--- src/rtl/spi_byte_bridge.sv ---
// spi_byte_bridge: CPU register front end with TX/RX byte FIFOs feeding an SPI byte controller.
// Define SPI_BRIDGE_IRQ_EN to build the registered level interrupt and the CTRL IRQ_EN bit.

module spi_bridge_fifo #(
  parameter int DEPTH = 4,
  parameter int W     = 8
) (
  input  logic         clk,
  input  logic         rst,
  input  logic         push,
  input  logic         pop,
  input  logic [W-1:0] din,
  output logic [W-1:0] dout,
  output logic         full,
  output logic         empty
);
  localparam int AW = $clog2(DEPTH);
  localparam logic [AW:0] PTR_ONE = (AW+1)'(1);

  logic [DEPTH-1:0][W-1:0] mem;
  logic [AW:0]             wp, rp;

  // Extra wrap bit distinguishes full from empty when the index bits match.
  assign empty = (wp == rp);
  assign full  = (wp[AW] != rp[AW]) && (wp[AW-1:0] == rp[AW-1:0]);
  assign dout  = mem[rp[AW-1:0]];

  always_ff @(posedge clk or negedge rst) begin
    if (!rst) begin
      wp  <= '0;
      rp  <= '0;
      mem <= '0;
    end else begin
      if (push) begin
        mem[wp[AW-1:0]] <= din;
        wp              <= wp + PTR_ONE;
      end
      if (pop) rp <= rp + PTR_ONE;
    end
  end
endmodule

module spi_byte_bridge #(
  parameter int DEPTH       = 4,
  parameter int BSY_TIMEOUT = 16
) (
  input  logic       clk,
  input  logic       rst,
  input  logic       bus_wr,
  input  logic       bus_rd,
  input  logic [1:0] bus_addr,
  input  logic [7:0] bus_wdata,
  output logic [7:0] bus_rdata,
  output logic       spi_start,
  output logic [7:0] spi_command,
  input  logic [7:0] spi_response,
  input  logic       spi_busy,
  output logic       irq
);
  typedef enum logic [2:0] {IDLE, START, WAIT_BSY, WAIT_DONE, CAPTURE} state_t;

  localparam int CW = (BSY_TIMEOUT > 2) ? $clog2(BSY_TIMEOUT) : 1;
  localparam logic [CW-1:0] CNT_LAST = CW'(BSY_TIMEOUT - 1);
  localparam logic [CW-1:0] CNT_ONE  = CW'(1);
  localparam logic [1:0] A_DATA = 2'd0, A_STAT = 2'd1, A_CTRL = 2'd2;

  state_t        state, state_d;
  logic [CW-1:0] cnt;
  logic          en, irq_en, err_to, rx_unf, tx_ovf;
  logic          tx_full, tx_empty, rx_full, rx_empty;
  logic [7:0]    tx_dout, rx_dout;
  logic          data_wr, data_rd, ctrl_wr;
  logic          tx_push, tx_pop, rx_push, rx_pop, to_hit;

  assign data_wr = bus_wr && (bus_addr == A_DATA);
  assign data_rd = bus_rd && (bus_addr == A_DATA);
  assign ctrl_wr = bus_wr && (bus_addr == A_CTRL);
  assign tx_push = data_wr && !tx_full;
  assign rx_pop  = data_rd && !rx_empty;

  spi_bridge_fifo #(.DEPTH(DEPTH), .W(8)) u_tx (
    .clk(clk), .rst(rst), .push(tx_push), .pop(tx_pop), .din(bus_wdata),
    .dout(tx_dout), .full(tx_full), .empty(tx_empty)
  );

  spi_bridge_fifo #(.DEPTH(DEPTH), .W(8)) u_rx (
    .clk(clk), .rst(rst), .push(rx_push), .pop(rx_pop), .din(spi_response),
    .dout(rx_dout), .full(rx_full), .empty(rx_empty)
  );

  // A transfer only launches with RX space free, so CAPTURE can always push.
  always_comb begin
    state_d = state;
    tx_pop  = 1'b0;
    rx_push = 1'b0;
    to_hit  = 1'b0;
    case (state)
      IDLE:      if (en && !tx_empty && !rx_full) begin
                   tx_pop  = 1'b1;
                   state_d = START;
                 end
      START:     state_d = WAIT_BSY;
      WAIT_BSY:  if (spi_busy) state_d = WAIT_DONE;
                 else if (cnt == CNT_LAST) begin
                   to_hit  = 1'b1;
                   state_d = IDLE;
                 end
      WAIT_DONE: if (!spi_busy) state_d = CAPTURE;
      CAPTURE:   begin
                   rx_push = 1'b1;
                   state_d = IDLE;
                 end
      default:   state_d = IDLE;
    endcase
  end

  assign spi_start = (state == START);

  always_ff @(posedge clk or negedge rst) begin
    if (!rst) begin
      state       <= IDLE;
      cnt         <= '0;
      spi_command <= '0;
    end else begin
      state <= state_d;
      if (tx_pop) spi_command <= tx_dout;
      if (state == START)         cnt <= '0;
      else if (state == WAIT_BSY) cnt <= cnt + CNT_ONE;
    end
  end

  // Sticky flags: a same-cycle set beats a CTRL clear.
  always_ff @(posedge clk or negedge rst) begin
    if (!rst) begin
      en     <= 1'b0;
      err_to <= 1'b0;
      rx_unf <= 1'b0;
      tx_ovf <= 1'b0;
    end else begin
      if (ctrl_wr) begin
        en <= bus_wdata[0];
        if (bus_wdata[7]) begin
          err_to <= 1'b0;
          rx_unf <= 1'b0;
          tx_ovf <= 1'b0;
        end
      end
      if (to_hit)              err_to <= 1'b1;
      if (data_rd && rx_empty) rx_unf <= 1'b1;
      if (data_wr && tx_full)  tx_ovf <= 1'b1;
    end
  end

`ifdef SPI_BRIDGE_IRQ_EN
  always_ff @(posedge clk or negedge rst) begin
    if (!rst) begin
      irq_en <= 1'b0;
      irq    <= 1'b0;
    end else begin
      if (ctrl_wr) irq_en <= bus_wdata[1];
      irq <= irq_en && (!rx_empty || err_to);
    end
  end
`else
  assign irq_en = 1'b0;
  assign irq    = 1'b0;
`endif

  always_comb begin
    bus_rdata = 8'h00;
    case (bus_addr)
      A_DATA:  bus_rdata = rx_empty ? 8'h00 : rx_dout;
      A_STAT:  bus_rdata = {err_to, rx_unf, tx_ovf, state != IDLE,
                            rx_full, rx_empty, tx_full, tx_empty};
      A_CTRL:  bus_rdata = {6'b0, irq_en, en};
      default: bus_rdata = 8'h00;
    endcase
  end
endmodule
--- config.mk ---
export PLATFORM = sky130hd
export DESIGN_NAME = spi_byte_bridge
export DESIGN_NICKNAME = d
export VERILOG_FILES = /design/src/rtl/spi_byte_bridge.sv
export SDC_FILE = /design/constraint.sdc
export NUM_CORES = 1
export LEC_CHECK = 0
export ABC_AREA = 1
export CAP_MARGIN = 20
export CORE_MARGIN = 5
export CORE_UTILIZATION = 30
export CTS_BUF_LIST = sky130_fd_sc_hd__clkbuf_2
export DETAILED_ROUTE_END_ITERATION = 6
export PLACE_DENSITY = 0.57
export REMOVE_ABC_BUFFERS = 1
export SLEW_MARGIN = 10
export SYNTH_ARGS = -nofsm -noshare
export SYNTH_HDL_FRONTEND = slang
export SYNTH_SLANG_ARGS = --single-unit
--- constraint.sdc ---
create_clock -name clk -period 1.4 [get_ports clk]
set_input_delay 0.28 -clock clk [delete_from_list [all_inputs] [get_ports clk]]
set_output_delay 0.28 -clock clk [all_outputs]
set_load 0.02 [all_outputs]
==> flow_metrics.env <==
export IMPL_status="complete, but fails checks"
export IMPL_failed_checks="setup timing"
export IMPL_cts_buffers=9
export IMPL_dpl_worst_slack_ps=-884
export IMPL_fin_crit_sh=1.56
export IMPL_cpPeakStageDelay_ps=520
export IMPL_cts_reportedPaths_clkPinSlew_ps=280
export IMPL_routed_wl_um=12200
export IMPL_cts_tree="built"
export IMPL_cp_required_ps=1120
export IMPL_critPathTopFamily="flip-flops"
export IMPL_rr_endpoint="u_tx.wp[2]$_DFFE_PN0P_"
export IMPL_drt_iter0_markers=330
export IMPL_die_area_sq_mm=0.0178
export IMPL_hp_class="in2async"
export IMPL_critPathKind="reg2out"
export IMPL_reg2reg_from="u_tx.wp[0]$_DFFE_PN0P_"
export IMPL_viasPerCell=4.79
export IMPL_vias=3972
export IMPL_cts_max_path_buffers=2
export IMPL_clock_latency_ps=570
export IMPL_p_per_area_mw_per_mm2=2110
export IMPL_rows=45
export IMPL_seq_area_frac_synth=0.522
export IMPL_dpl_cell_area_sq_mm=0.00556
export IMPL_pwr_share_clk=0.117
export IMPL_final_cell_mix="nand2_1, dfrtp_1, o21ai_0"
export IMPL_p_comb_frac=0.538
export IMPL_path_buf_inv=2
export IMPL_arrival_ps=1910
export IMPL_pin_count=41
export IMPL_end_kind="output pin"
export IMPL_reg2reg_depth=11
export IMPL_grt_max_degree=41
export IMPL_port_buffers=39
export IMPL_drive_gt1_frac=0.314
export IMPL_swShare=0.405
export IMPL_synth_top_cell_area_share=0.522
export IMPL_grt_overflow_total=0
export IMPL_core_region_area_sq_mm=0.0150
export IMPL_max_cap_viol_count=0
export IMPL_ctsRootBufferMaster="clkbuf_2"
export IMPL_synth_warnings=0
export IMPL_hold_violations=0
export IMPL_setup_viol=66
export IMPL_path_cells="xnor2_2 > nand3b_1 > buf_4 > o21ai_1 > buf_4"
export IMPL_cts_sinks=95
export IMPL_cp_slowest_cell="dfrtp_2"
export IMPL_netlist_instances=517
export IMPL_cts_htree_levels=3
export IMPL_grt_pass1_wl_um=19900
export IMPL_drc_errors=0
export IMPL_vdd_drop_max_mv=0.621
export IMPL_first_global_vias=3854
export IMPL_routedWlPerCell_um=14.7
export IMPL_timing_final_ws_setup_ps=-788
export IMPL_leakage_uw=0.00305
export IMPL_detailed_place_hpwl_um=7930
export IMPL_fin_area_sq_mm=0.00641
export IMPL_intPower_uw=8040
export IMPL_startpoint_type="register"
export IMPL_postSynthAreaPerCell_sq_um=8.81
export IMPL_area_delta_synth_final_pct=40.8
export IMPL_pwr_share_seq=0.345
export IMPL_p_sw_uw=5470
export IMPL_finalWeightedCongestion=0.788
export IMPL_crit_top_cell="buf_4"
export IMPL_dp_cells=780
export IMPL_reg2reg_slack_ps=-560
export IMPL_fin_util=0.427
export IMPL_clock_fmax_ghz=0.457
export IMPL_ant_nets=0
export IMPL_min_period_ps=2190
export IMPL_track_usage=0.139
export IMPL_rsz0062_at_grt="true"
export IMPL_fin_nets=669
export IMPL_crit_fanout=4
export IMPL_ys_ff_latch=95
export IMPL_die_height_um=133
export IMPL_final_common_cell="nand2_1"
export IMPL_slew_viol_final=0
export IMPL_fp_dieW_um=133
export IMPL_clock_skew_ps=44.4
export IMPL_synth_cell_types=32
export IMPL_antenna_found_initial=1
export IMPL_synthTopCellsByArea="dfrtp_1, o21ai_0, nand2_1"
export IMPL_yosysTopAreaCell="dfrtp_1"
export IMPL_first_pass_iters=5
export IMPL_final_cells=829
export IMPL_start_util=0.303
export IMPL_netlist_area_sq_mm=0.00456
-- flip-flops by register name, indices dropped and copies added, names as in the netlist --
| register | flops |
|---|---|
| u_tx.wp | 3 |
| u_tx.mem | 32 |
| state | 3 |
| cnt | 4 |
| en | 1 |
| spi_command | 8 |
| rx_unf | 1 |
| err_to | 1 |
| u_tx.rp | 3 |
| u_rx.mem | 32 |
| u_rx.wp | 3 |
| u_rx.rp | 3 |
| tx_ovf | 1 |
-- Yosys cell counts --
cell type	number
dfrtp_1	95
xor2_1	6
nor2_1	42
ha_1	11
conb_1	1
a21oi_1	2
inv_1	44
xnor2_2	1
nand3_1	21
xnor2_1	3
o21ai_0	99
o22ai_1	18
buf_12	1
nand4_1	1
nor3_1	2
bufinv_8	1
nand2_1	120
o21ai_1	5
inv_2	2
o211ai_1	2
a22o_1	1
nor2_2	1
buf_1	1
nand3b_1	1
nand3_4	4
nand4_4	1
buf_2	7
nand2_2	5
clkbuf_1	3
o21ai_2	8
buf_6	5
buf_4	3
-- metal layers --
layer  vias up  wire length [um]  global-route usage
li1       1946                 -                   -
met2        85              5860               0.219
met5         -                 0                   0
met4         0               154              0.0400
met3        11               455              0.0264
met1      1930              5740               0.194
-- power groups by stage --
stage / logic [uW] / clock network, uW / registers, uW
finish: 7260 / 1580 / 4660
global route: 8030 / 1740 / 4810
CTS: 6330 / 1620 / 4600
detailed placement: 5490 / 0 / 4630
global placement: 5370 / 0 / 4590
floorplan: 2970 / 0 / 4710
-- worst max path at each step --
stage                                      start           end  slack, ps  cells past startpoint
after global placement               bus_addr[1]  bus_rdata[0]       -850                      7
after floorplan           u_tx.rp[0]$_DFFE_PN0P_  bus_rdata[1]       -420                      3
final                     u_rx.rp[0]$_DFFE_PN0P_  bus_rdata[2]       -790                      5
after CTS                 u_rx.rp[0]$_DFFE_PN0P_  bus_rdata[2]       -830                      5
after detailed placement             bus_addr[1]  bus_rdata[4]       -880                      7
after global routing      u_rx.rp[0]$_DFFE_PN0P_  bus_rdata[6]       -980                      7
-- area by class of cell --
| class | count | area [sq um] |
|---|---|---|
| antenna | 1 | 2.50 |
| clock buffer | 10 | 50.0 |
| clock inverter | 6 | 90.1 |
| fill | 1458 | 8620 |
| inverter | 47 | 211 |
| multi-input combinational | 359 | 2180 |
| sequential | 95 | 2380 |
| tap | 188 | 235 |
| timing repair buffer | 123 | 1270 |
-- timing repair --
| action | in CTS | in global routing |
|---|---|---|
| cloned | 5 | 2 |
| hold endpoints to repair | 95 | 0 |
| endpoints found under the setup margin | 65 | 96 |
| gates resized for setup | 147 | 80 |
| buffers inserted | 7 | 18 |
| pin swaps | 9 | 11 |
| hold buffers | 1 | 0 |
-- metrics by stage --
| stage | hold slack (ps) | power [uW] | setup TNS (ps) |
|---|---|---|---|
| 2_1_floorplan | -15.6 | 7680 | -3550 |
| 3_3_place_gp | 214 | 9950 | -24780 |
| 3_5_place_dp | 218 | 10100 | -25930 |
| 4_1_cts | 77.1 | 12500 | -10710 |
| 5_1_grt | 57.6 | 14600 | -33490 |
| 6_report | 86.8 | 13500 | -25850 |
-- kinds of logic after synthesis --
logic type      after synthesis  synth area share
compound gates              135             0.162
xor+xnor                     10            0.0209
buf+inv                      67            0.0744
other cells                   1          0.000823
simple gates                198             0.190
fa+ha+maj                    11            0.0302
flops                        95             0.522
Note: power is estimated with default switching activity, not from simulation.
